==> src/rtl/fifo_pkg.sv <==
// Shared pointer helpers for both sides of the asynchronous FIFO.
// Pointers of any width up to PTR_MAX bits are passed zero-extended.
package fifo_pkg;

    localparam int PTR_MAX = 32;

    typedef logic [PTR_MAX-1:0] ptr_t;

    function automatic ptr_t bin2gray(input ptr_t b);
        return b ^ (b >> 1);
    endfunction

    // Each binary bit is the XOR of all Gray bits at and above it; the zero
    // extension keeps this correct for any narrower pointer width.
    function automatic ptr_t gray2bin(input ptr_t g);
        ptr_t b;
        b = '0;
        for (int i = 0; i < PTR_MAX; i++) begin
            b[i] = ^(g >> i);
        end
        return b;
    endfunction

endpackage

==> src/rtl/sync_2ff.sv <==
// Two-flop synchronizer for Gray-coded pointers crossing clock domains.
module sync_2ff #(
    parameter int WIDTH = 1
) (
    input  logic             clk,
    input  logic             rst_n,
    input  logic [WIDTH-1:0] d,
    output logic [WIDTH-1:0] q
);

    logic [WIDTH-1:0] meta;

    always_ff @(posedge clk or negedge rst_n) begin
        if (!rst_n) begin
            meta <= '0;
            q    <= '0;
        end else begin
            meta <= d;
            q    <= meta;
        end
    end

endmodule

==> src/rtl/fifo_rd_ctrl.sv <==
// Read-side controller of the asynchronous FIFO: synchronizes the write
// pointer, pops memory words into a registered output stage, reports flags.
module fifo_rd_ctrl
    import fifo_pkg::*;
#(
    parameter int ADDR_WIDTH    = 4,
    parameter int DATA_WIDTH    = 32,
    parameter int AEMPTY_THRESH = 2
) (
    input  logic                  rclk,
    input  logic                  rrst_n,
    input  logic [ADDR_WIDTH:0]   wptr_gray,
    output logic [ADDR_WIDTH:0]   rptr_gray,
    output logic [ADDR_WIDTH-1:0] raddr,
    input  logic [DATA_WIDTH-1:0] mem_rdata,
    output logic [DATA_WIDTH-1:0] rdata,
    output logic                  rvalid,
    input  logic                  rready,
    output logic                  rempty,
    output logic                  raempty,
    output logic [ADDR_WIDTH:0]   rlevel
);

    localparam int PTR_W = ADDR_WIDTH + 1;
    localparam logic [PTR_W-1:0] AEMPTY_LVL = PTR_W'(AEMPTY_THRESH);

    logic [PTR_W-1:0] wq2;
    logic [PTR_W-1:0] rbin;
    logic [PTR_W-1:0] rbin_next;
    logic [PTR_W-1:0] rgray_next;
    logic [PTR_W-1:0] wbin_sync;
    logic [PTR_W-1:0] rlevel_next;
    logic             pop;

    sync_2ff #(
        .WIDTH(PTR_W)
    ) u_wptr_sync (
        .clk  (rclk),
        .rst_n(rrst_n),
        .d    (wptr_gray),
        .q    (wq2)
    );

    // Handshake: a word transfers on any rclk edge where rvalid & rready.
    // Once rvalid is high, rdata is frozen until that transfer happens; the
    // stage refills in the same cycle it is consumed, so a steady rready
    // drains one word per clock.
    always_comb begin
        pop         = ~rempty & (~rvalid | rready);
        rbin_next   = rbin + PTR_W'(pop);
        rgray_next  = PTR_W'(bin2gray(ptr_t'(rbin_next)));
        wbin_sync   = PTR_W'(gray2bin(ptr_t'(wq2)));
        rlevel_next = wbin_sync - rbin_next;
    end

    assign raddr = rbin[ADDR_WIDTH-1:0];

    // Flags see the post-pop pointer against the already-synchronized write
    // pointer, so they can lag a write but never report data that is absent.
    always_ff @(posedge rclk or negedge rrst_n) begin
        if (!rrst_n) begin
            rbin      <= '0;
            rptr_gray <= '0;
            rempty    <= 1'b1;
            raempty   <= 1'b1;
            rlevel    <= '0;
        end else begin
            rbin      <= rbin_next;
            rptr_gray <= rgray_next;
            rempty    <= (rgray_next == wq2);
            raempty   <= (rlevel_next <= AEMPTY_LVL);
            rlevel    <= rlevel_next;
        end
    end

    always_ff @(posedge rclk or negedge rrst_n) begin
        if (!rrst_n) begin
            rdata  <= '0;
            rvalid <= 1'b0;
        end else if (pop) begin
            rdata  <= mem_rdata;
            rvalid <= 1'b1;
        end else if (rready) begin
            rvalid <= 1'b0;
        end
    end

endmodule

==> config.mk <==
export PLATFORM = sky130hd
export DESIGN_NAME = fifo_rd_ctrl
export DESIGN_NICKNAME = d
export VERILOG_FILES = /design/src/rtl/fifo_pkg.sv /design/src/rtl/sync_2ff.sv /design/src/rtl/fifo_rd_ctrl.sv
export SDC_FILE = /design/constraint.sdc
export NUM_CORES = 1
export LEC_CHECK = 0
export ABC_AREA = 1
export BUFFER_PORTS_ARGS = -buffer_cell sky130_fd_sc_hd__buf_2
export CAP_MARGIN = 10
export CELL_PAD_IN_SITES_DETAIL_PLACEMENT = 2
export CELL_PAD_IN_SITES_GLOBAL_PLACEMENT = 2
export CORE_AREA = 4 4 95 97
export CTS_BUF_LIST = sky130_fd_sc_hd__clkbuf_4 sky130_fd_sc_hd__clkbuf_8 sky130_fd_sc_hd__clkbuf_16
export CTS_CLUSTER_DIAMETER = 200
export DETAILED_ROUTE_END_ITERATION = 10
export DIE_AREA = 0 0 99 101
export PLACE_DENSITY_LB_ADDON = 0.2
export SLEW_MARGIN = 20
export SYNTH_ARGS = -nofsm -noshare
export SYNTH_HDL_FRONTEND = slang
export SYNTH_SLANG_ARGS = --single-unit
==> constraint.sdc <==
create_clock -name rclk -period 6.52 [get_ports rclk]
set_input_delay 1.304 -clock rclk [delete_from_list [all_inputs] [get_ports rclk]]
set_output_delay 1.304 -clock rclk [all_outputs]
set_load 0.05 [all_outputs]
* Word level (Yosys, flattened, before mapping)
Cells that the tools add are included.
W data, S select, Z words.
** Word-level totals
- Bits in registers :: 60
- Word-level logic and storage cells :: 26
** Operators by class
- Add/sub/neg operators :: 2
- Magnitude comparators :: 1
- Equal/unequal tests :: 1
- Mux-type cells :: 2
- Bitwise gates (word level) :: 5
- Reduce and logical (&&, ||, !) cells :: 6
** Operator list (count)
- $reduce_xor A32 Y1 :: 5
- $add A5 B1 Y5 :: 1
- $eq A5 B5 Y1 :: 1
- $le A5 B2 Y1 const B :: 1
- $sub A5 B5 Y5 :: 1
- $xor A5 B4 Y5 :: 1
- $mux W1 :: 2
- $not A1 Y1 :: 2
- $reduce_bool A2 Y1 :: 1
- $and A1 B1 Y1 :: 1
- $or A1 B1 Y1 :: 1

* Depth between registers and ports, before layout
Gate-level depths: netlist of run 1.
- Depth in word-level cells :: 6
- Depth in mapped cells :: 16
- Depth with buffers taken out :: 15

* Hierarchy
A second synthesis of run 1 with hierarchy kept.
** Unflattened totals
- Cell total of the unflattened synthesis :: 264
- Area total of the unflattened synthesis :: 2448.6 sq um
** Modules (own cells, without submodules)
- fifo_rd_ctrl :: instances 1, cells each 254, area each 2198.4 sq um
- sync_2ff :: instances 1, cells each 10, area each 250.2 sq um

* Worst setup path after synthesis of run 1
OpenSTA, ideal clock, no wires.
- Path type :: input to register
- Start :: in rready
- End :: reg raempty
- Setup time :: 0.064 ns
- Arrival :: 3.224 ns
- Data required time :: 6.456 ns
- Slack :: 3.232 ns
- Stages on the path :: 14
- Path buffers :: 1
- Path through :: inv_1 a21oi_2 clkbuf_1 ha_1 ha_1 inv_1 ha_1 a21oi_1 nand2_1 nand2_1 nand2_1 nand2_1 nand2_1 nor2_2
** On the way
- Word-level cells in the longest chain between the ends :: 5
** RTL lines
- start, declared :: line fifo_rd_ctrl.sv:18 : input logic rready,
- $or A1 B1 Y1 :: line fifo_rd_ctrl.sv:49 : pop = ~rempty & (~rvalid | rready);
- $and A1 B1 Y1 :: line fifo_rd_ctrl.sv:49
- named net pop :: line fifo_rd_ctrl.sv:33 : logic pop;
- $add A5 B1 Y5 :: line fifo_rd_ctrl.sv:50 : rbin_next = rbin + PTR_W'(pop);
- named net rbin_next[1] :: line fifo_rd_ctrl.sv:29 : logic [PTR_W-1:0] rbin_next;
- $sub A5 B5 Y5 :: line fifo_rd_ctrl.sv:53 : rlevel_next = wbin_sync - rbin_next;
- $le A5 B2 Y1 :: line fifo_rd_ctrl.sv:71 : raempty <= (rlevel_next <= AEMPTY_LVL);
- end signal, assigned :: line fifo_rd_ctrl.sv:71
- end, declared :: line fifo_rd_ctrl.sv:20 : output logic raempty,
The timed path passes the listed nets, and every way through them passes these cells.
A chain may end at the register's enable or synchronous reset.

* Worst setup path after layout of run 1
- Start :: in rready
- End :: reg raempty
** On the way
- Word-level cells in the longest chain between the ends :: 5
** RTL lines
- $or A1 B1 Y1 :: line fifo_rd_ctrl.sv:49
- $and A1 B1 Y1 :: line fifo_rd_ctrl.sv:49
- $add A5 B1 Y5 :: line fifo_rd_ctrl.sv:50
- named net rbin_next[1] :: line fifo_rd_ctrl.sv:29
- $sub A5 B5 Y5 :: line fifo_rd_ctrl.sv:53
- named net rlevel_next[4] :: line fifo_rd_ctrl.sv:32 : logic [PTR_W-1:0] rlevel_next;
- $le A5 B2 Y1 :: line fifo_rd_ctrl.sv:71
The timed path passes the listed nets, and every way through them passes these cells.

==> metrics, run 1 <==
status finished clean; Top Layer Used met4; peak supply drop 155 uV; crit path kind in2reg; Root Buffer clkbuf_8; register area share after synthesis 0.598; Clock transition at path regs 0.06 ns; Final Setup Violations 0; P_int 0.000938 W; total wire length 6610 um; compound-cell area share of the yosys netlist 0.00557; std cell rows 33; switching power 0.00106 W; number of buffers added on ports 88; largest family of logic cells by synthesized area simple AND/OR/NAND/NOR gates; DR pass1 iterations 4; synthesized area 0.00247 mm2; Horiz. Die Dim 99 um; Leakage 1.80 nW; number of buffers created by CTS 9; Switching Share 0.531; Starting Density 0.304; CP Data Required Time 6.79 ns; Nets 398; DRC violations left 0; # IOs 89; quantity of hold-fixing buffers added after cts 0; clock skew 0.00646 ns; die area 0.0100 mm2; most frequent CP cell nand2_1; layout cells sized above 1 0.376; area of the core 0.00813 mm2; CP peak stage delay 0.50 ns; Worst path slowest cell fa_1; Reg power frac 0.293; f_max 309 MHz; adder-cell share of the synthesized area 0.0334; Critical Path AT 3.51 ns; critical-path cell list buf_2 > inv_1 > a21oi_2 > buf_4 > ha_1 > ha_1 > inv_1 > fa_1 > nand2_1 > nand3b_1 > nand2_1 > nand2_1 > nand2_2 > nor2_2; cell count after synthesis 257; vias in the first global route 2206; Worst-Margin Slew 0.993 ns; CP Capture Type flop; via count 2004; clk_lat worst skew 0.33 ns; antenna cell count 0; Tcrit/Tclk final 0.496; mux cell area share after synthesis 0; deepest clock path buffer count 2; GRT Util Overall 0.143; TritonCTS clock tree built; Max Slew Vio Count 0; clk sink count 59; post-route insts no fill 461; cell area power density 624 mW/mm2; Die H 101 um; Synth Area in Simple Gates 0.273; first-pass GRT wire length 11000 um; DRT met1 WL 2800 um; post-DP HPWL 5060 um; largest net degree at the start of global routing 60; Distinct cells, synth 23; Resize count post-CTS 0; critical path fanouts, max 34; routed len/inst 14.3 um; routed wl met2 3180 um; delay-heaviest family, CP adder cells; Via density 4.35; layout overhead on the synthesized area 29.6%; clock share of power 0.144; initial antenna violation count 0; Worst setup SP type primary input; setup slack, reg-to-reg 3.87 ns; HP Class reg2reg; Setup TNS 0 ns; Avg Inst Size Synth 9.62 um2; gpl congestion 0.715; post-route ant nets 0; Post-CTS Setup Bufs 0; CP bufs+invs 4; Hold Vio Cnt, Final 0; Ys Warns 0; GRT overflow 0; register bit total from synthesis 59; RSZ-0062 raised after global routing no; syn_nets 303; wire length on met3 521 um; CTS HTree Levels 3; max-cap viol count 0; Comb pwr share 0.563; Slew headroom 0.337; XOR/XNOR share of the synthesized area 0.0501; crit path time final 3.23 ns; DRT iter0 DRCs 37; dpl cells 446
==> final cells by class <==
type                    count  area (um2)
fillers                   968        4930
flip-flops and latches     59        1480
multi-input cells         173         895
repair buffers             90         455
clock buffers              12         153
well taps                 105         131
inverters                  19        76.3
clock inverters             3        15.0
==> flip-flops by register name, indices dropped and copies added, names as in the netlist <==
register	flops
rvalid	1
u_wptr_sync.q	5
u_wptr_sync.meta	5
rempty	1
rlevel	5
raempty	1
rdata	32
rbin	5
rptr_gray	4
==> path summary, 6_finish.rpt <==
kind,startpoint,endpoint,depth (start not counted)
max,rready,raempty$_DFF_PN1_,14
min,u_wptr_sync.meta[3]$_DFF_PN0_,u_wptr_sync.q[3]$_DFF_PN0_,0
max reg2reg,rempty$_DFF_PN1_,raempty$_DFF_PN1_,12
min reg2reg,u_wptr_sync.meta[3]$_DFF_PN0_,u_wptr_sync.q[3]$_DFF_PN0_,0
max in group asynchronous,rrst_n,u_wptr_sync.q[2]$_DFF_PN0_,2
min in group asynchronous,rrst_n,rlevel[4]$_DFF_PN0_,2
==> per-stage QoR <==
step                      utilization  setup WS [ns]  hold slack, ns  total power, W  instance area, um2
after floorplan                     -           3.23           0.331         0.00145                2470
after global placement          0.373           3.04           0.333         0.00171                3040
after detailed placement        0.373           2.91           0.338         0.00175                3040
after CTS                       0.394           3.26           0.354         0.00205                3200
after global routing            0.394           3.07           0.357         0.00216                3200
final                           0.394           3.29           0.353         0.00200                3200
==> cells in the final DEF (no fill, tap or decap), types with 2 or more instances in the layout <==
cell / netlist / final
nor2_1: 4 / 4
xor2_2: 2 / 2
buf_4: 0 / 2
nand3_2: 4 / 4
inv_2: 2 / 2
clkbuf_4: 0 / 2
clkbuf_8: 0 / 10
inv_1: 16 / 16
ha_1: 5 / 5
dfstp_2: 2 / 2
nand2_2: 11 / 11
nand3_1: 6 / 6
clkinv_2: 0 / 3
dfrtp_1: 57 / 57
buf_2: 0 / 88
xor2_1: 6 / 6
nor2_2: 3 / 3
nand2_1: 124 / 124
==> synthesized netlist by cell type <==
cell type / count / area (um2)
inv_1: 16 / 60.1
ha_1: 5 / 62.6
nor2_1: 4 / 15.0
inv_2: 2 / 7.51
dfrtp_1: 57 / 1430
a21oi_2: 1 / 8.76
xor2_1: 6 / 52.6
nand3_4: 1 / 17.5
clkbuf_1: 6 / 22.5
nand3_1: 6 / 30.0
nand2_1: 124 / 465
clkinv_4: 1 / 8.76
nor2_2: 3 / 18.8
nand2_4: 1 / 11.3
fa_1: 1 / 20.0
xor2_2: 2 / 32.5
nand3_2: 4 / 40.0
xnor2_2: 1 / 16.3
xnor3_1: 1 / 22.5
nand2_2: 11 / 68.8
a21oi_1: 1 / 5.00
dfstp_2: 2 / 52.6
nand3b_1: 1 / 7.51
==> metal layers <==
metal  vias up  global-route usage
li1        959                   -
met1       973               0.182
met2        64               0.220
met3         8              0.0484
met4         0              0.0662
met5         -                   0
==> kinds of logic after synthesis <==
logic type,Yosys count
and+or+nand+nor,155
DFF,59
buffers and inverters,25
xor gates and xnor gates,10
adders and majority gates,6
AOI/OAI and AO/OA,2
==> power groups by stage <==
stage               sequential (W)  clock [W]  combinational [W]
floorplan                  0.00104          0           0.000402
global placement          0.000587          0            0.00112
detailed placement        0.000594          0            0.00115
CTS                       0.000590   0.000304            0.00115
global route              0.000608   0.000320            0.00123
finish                    0.000586   0.000289            0.00113
(Power assumes the default switching activity.)
==> run 2, diff against run 1 <==
- CORE_AREA: 4 4 95 97 -> 4 4 103 105
- DIE_AREA: 0 0 99 101 -> 0 0 107 109
- clock period: 6.52 -> 2.8 ns (I/O delays scaled with it)
==> run 2 against run 1 <==
Compared with the run above:
- clock-buffer cell count shrank 1
- first-iteration DRC count grew 49%
- hold slack lost 0.024 ns
- sequential power grew 130%
- sequential cell count is the same
- register-to-register slack lost 3.5 ns
- largest cell class unchanged
- highest routed layer is now met5
==> metrics, run 2 (synthesis gave the netlist of run 1 again) <==
RR Endpoint raempty$_DFF_PN1_; Worst-Margin Slew 0.941 ns; Post-CTS Setup Bufs 0; Clock transition at path regs 0.07 ns; most frequent cells in the layout nand2_1 (124), buf_2 (88), dfrtp_1 (57); clock skew 0.00817 ns; Worst Slack Setup Final 0.362 ns; number of buffers created by CTS 9; number of buffers added on ports 88; CTS HTree Levels 3; delay-heaviest family, CP simple AND/OR/NAND/NOR gates; P_int 0.00227 W; CP peak stage delay 0.45 ns; r2r worst-path depth 15; crit path kind reg2reg; commonest non-fill, non-tap cell in the layout nand2_1; CP Data Required Time 3.08 ns; Via density 4.09; die area 0.0117 mm2; GRT overflow 0; largest net degree at the start of global routing 60; Register Area 0.00148 mm2; clk sink count 59; DR pass1 iterations 4; cell area power density 1460 mW/mm2; HP Class in2reg; gpl congestion 0.696; Nets 398; Finished Cell Area 0.00327 mm2; critical path fanouts, max 5; reg2reg start u_wptr_sync.q[4]$_DFF_PN0_; Tcrit/Tclk final 0.871; Critical Path AT 2.71 ns; total wire length 6690 um; # IOs 89; Comb pwr share 0.550; Util after Layout 0.339; Largest register FFs 32; Worst setup SP type flop; Setup TNS 0 ns; Critical path origin u_wptr_sync.q[4]$_DFF_PN0_; Leakage 1.81 nW; DRC violations left 0; via count 2004; Resize count post-CTS 0; Worst Setup EP raempty$_DFF_PN1_; Root Buffer clkbuf_8; routed len/inst 13.6 um; PnR Total Power 0.00476 W; clk_lat worst skew 0.33 ns; critical-path cell list inv_2 > nand2_1 > nand3_1 > nand2_1 > xor2_2 > xor2_1 > ha_1 > inv_1 > fa_1 > nand2_1 > nand3b_1 > nand2_1 > nand2_1 > nand2_2 > nor2_2; Max Slew Vio Count 0; first-pass GRT wire length 11100 um; deepest clock path buffer count 2; Worst path slowest cell dfrtp_1; post-route ant nets 0; crit path time final 2.44 ns; Fillers 1141; layout cells sized above 1 0.378; max-cap viol count 0; layout overhead on the synthesized area 32.2%; antenna cell count 0; Horiz. Die Dim 107 um; std cell rows 36; Hold Vio Cnt, Final 0; Starting Density 0.256; DRT iter0 DRCs 55; CP Capture Type flop; GRT Util Overall 0.124; Switching Share 0.524; f_max 410 MHz; setup slack, reg-to-reg 0.36 ns; quantity of hold-fixing buffers added after cts 0; Final Setup Violations 0; critical path depth 15; Biggest register rdata; Place WS 0.310 ns; RSZ-0062 raised after global routing no; Reg power frac 0.285; Area after DPL 0.00307 mm2; TritonCTS clock tree built; area of the core 0.00964 mm2; Multi-input gate area 895 um2; switching power 0.00249 W; CP bufs+invs 2; vias in the first global route 2250; Slew headroom 0.369; initial antenna violation count 1; status finished clean; post-DP HPWL 4910 um; Die H 109 um; clock share of power 0.166; most frequent CP cell nand2_1; peak supply drop 379 uV
==> run 2: area by class of cell <==
type | count | area share
clock buffer | 11 | 0.0444
multi-input combinational | 173 | 0.274
tap | 133 | 0.0509
sequential | 59 | 0.452
timing repair buffer | 90 | 0.139
clock inverter | 5 | 0.0161
inverter | 19 | 0.0233
==> run 2: power by group through the flow <==
stage	registers, W	clock network [W]	logic [W]
after global routing	0.00140	0.000871	0.00287
after global placement	0.00137	0	0.00262
after floorplan	0.00243	0	0.000936
final	0.00135	0.000788	0.00262
after CTS	0.00136	0.000826	0.00268
after detailed placement	0.00138	0	0.00267
==> run 2: routing by layer <==
metal,global-route usage,up-vias,part of all wire
li1,-,960,-
met1,0.152,976,0.44
met2,0.196,59,0.48
met3,0.0509,7,0.072
met4,0.0466,2,0.012
met5,0,-,0.0018
==> run 2: how the worst min path moves through the flow <==
stage,start,end,slack (ns),cells after the start
2_1_floorplan,rrst_n,rbin[0]$_DFF_PN0_,0.26,0
3_3_place_gp,u_wptr_sync.meta[1]$_DFF_PN0_,u_wptr_sync.q[1]$_DFF_PN0_,0.33,0
4_1_cts,wptr_gray[4],u_wptr_sync.meta[4]$_DFF_PN0_,0.31,1
3_5_place_dp,u_wptr_sync.meta[3]$_DFF_PN0_,u_wptr_sync.q[3]$_DFF_PN0_,0.34,0
6_report,wptr_gray[4],u_wptr_sync.meta[4]$_DFF_PN0_,0.33,1
5_1_grt,wptr_gray[4],u_wptr_sync.meta[4]$_DFF_PN0_,0.30,1
==> run 2: stage by stage <==
step | cells | hold WS, ns
3_5_place_dp | 474 | 0.340
5_1_grt | 490 | 0.300
2_1_floorplan | 257 | 0.264
6_report | 490 | 0.329
4_1_cts | 490 | 0.311
3_3_place_gp | 474 | 0.334
==> run 2: worst reg2reg max path, cell delays in order, from the launching register on <==
cell and delay [ns]:
dfrtp_1 0.45, inv_2 0.08, nand2_1 0.06, nand3_1 0.13, nand2_1 0.16, xor2_2 0.23, xor2_1 0.17, ha_1 0.16
inv_1 0.06, fa_1 0.44, nand2_1 0.07, nand3b_1 0.12, nand2_1 0.06, nand2_1 0.06, nand2_2 0.06, nor2_2 0.07
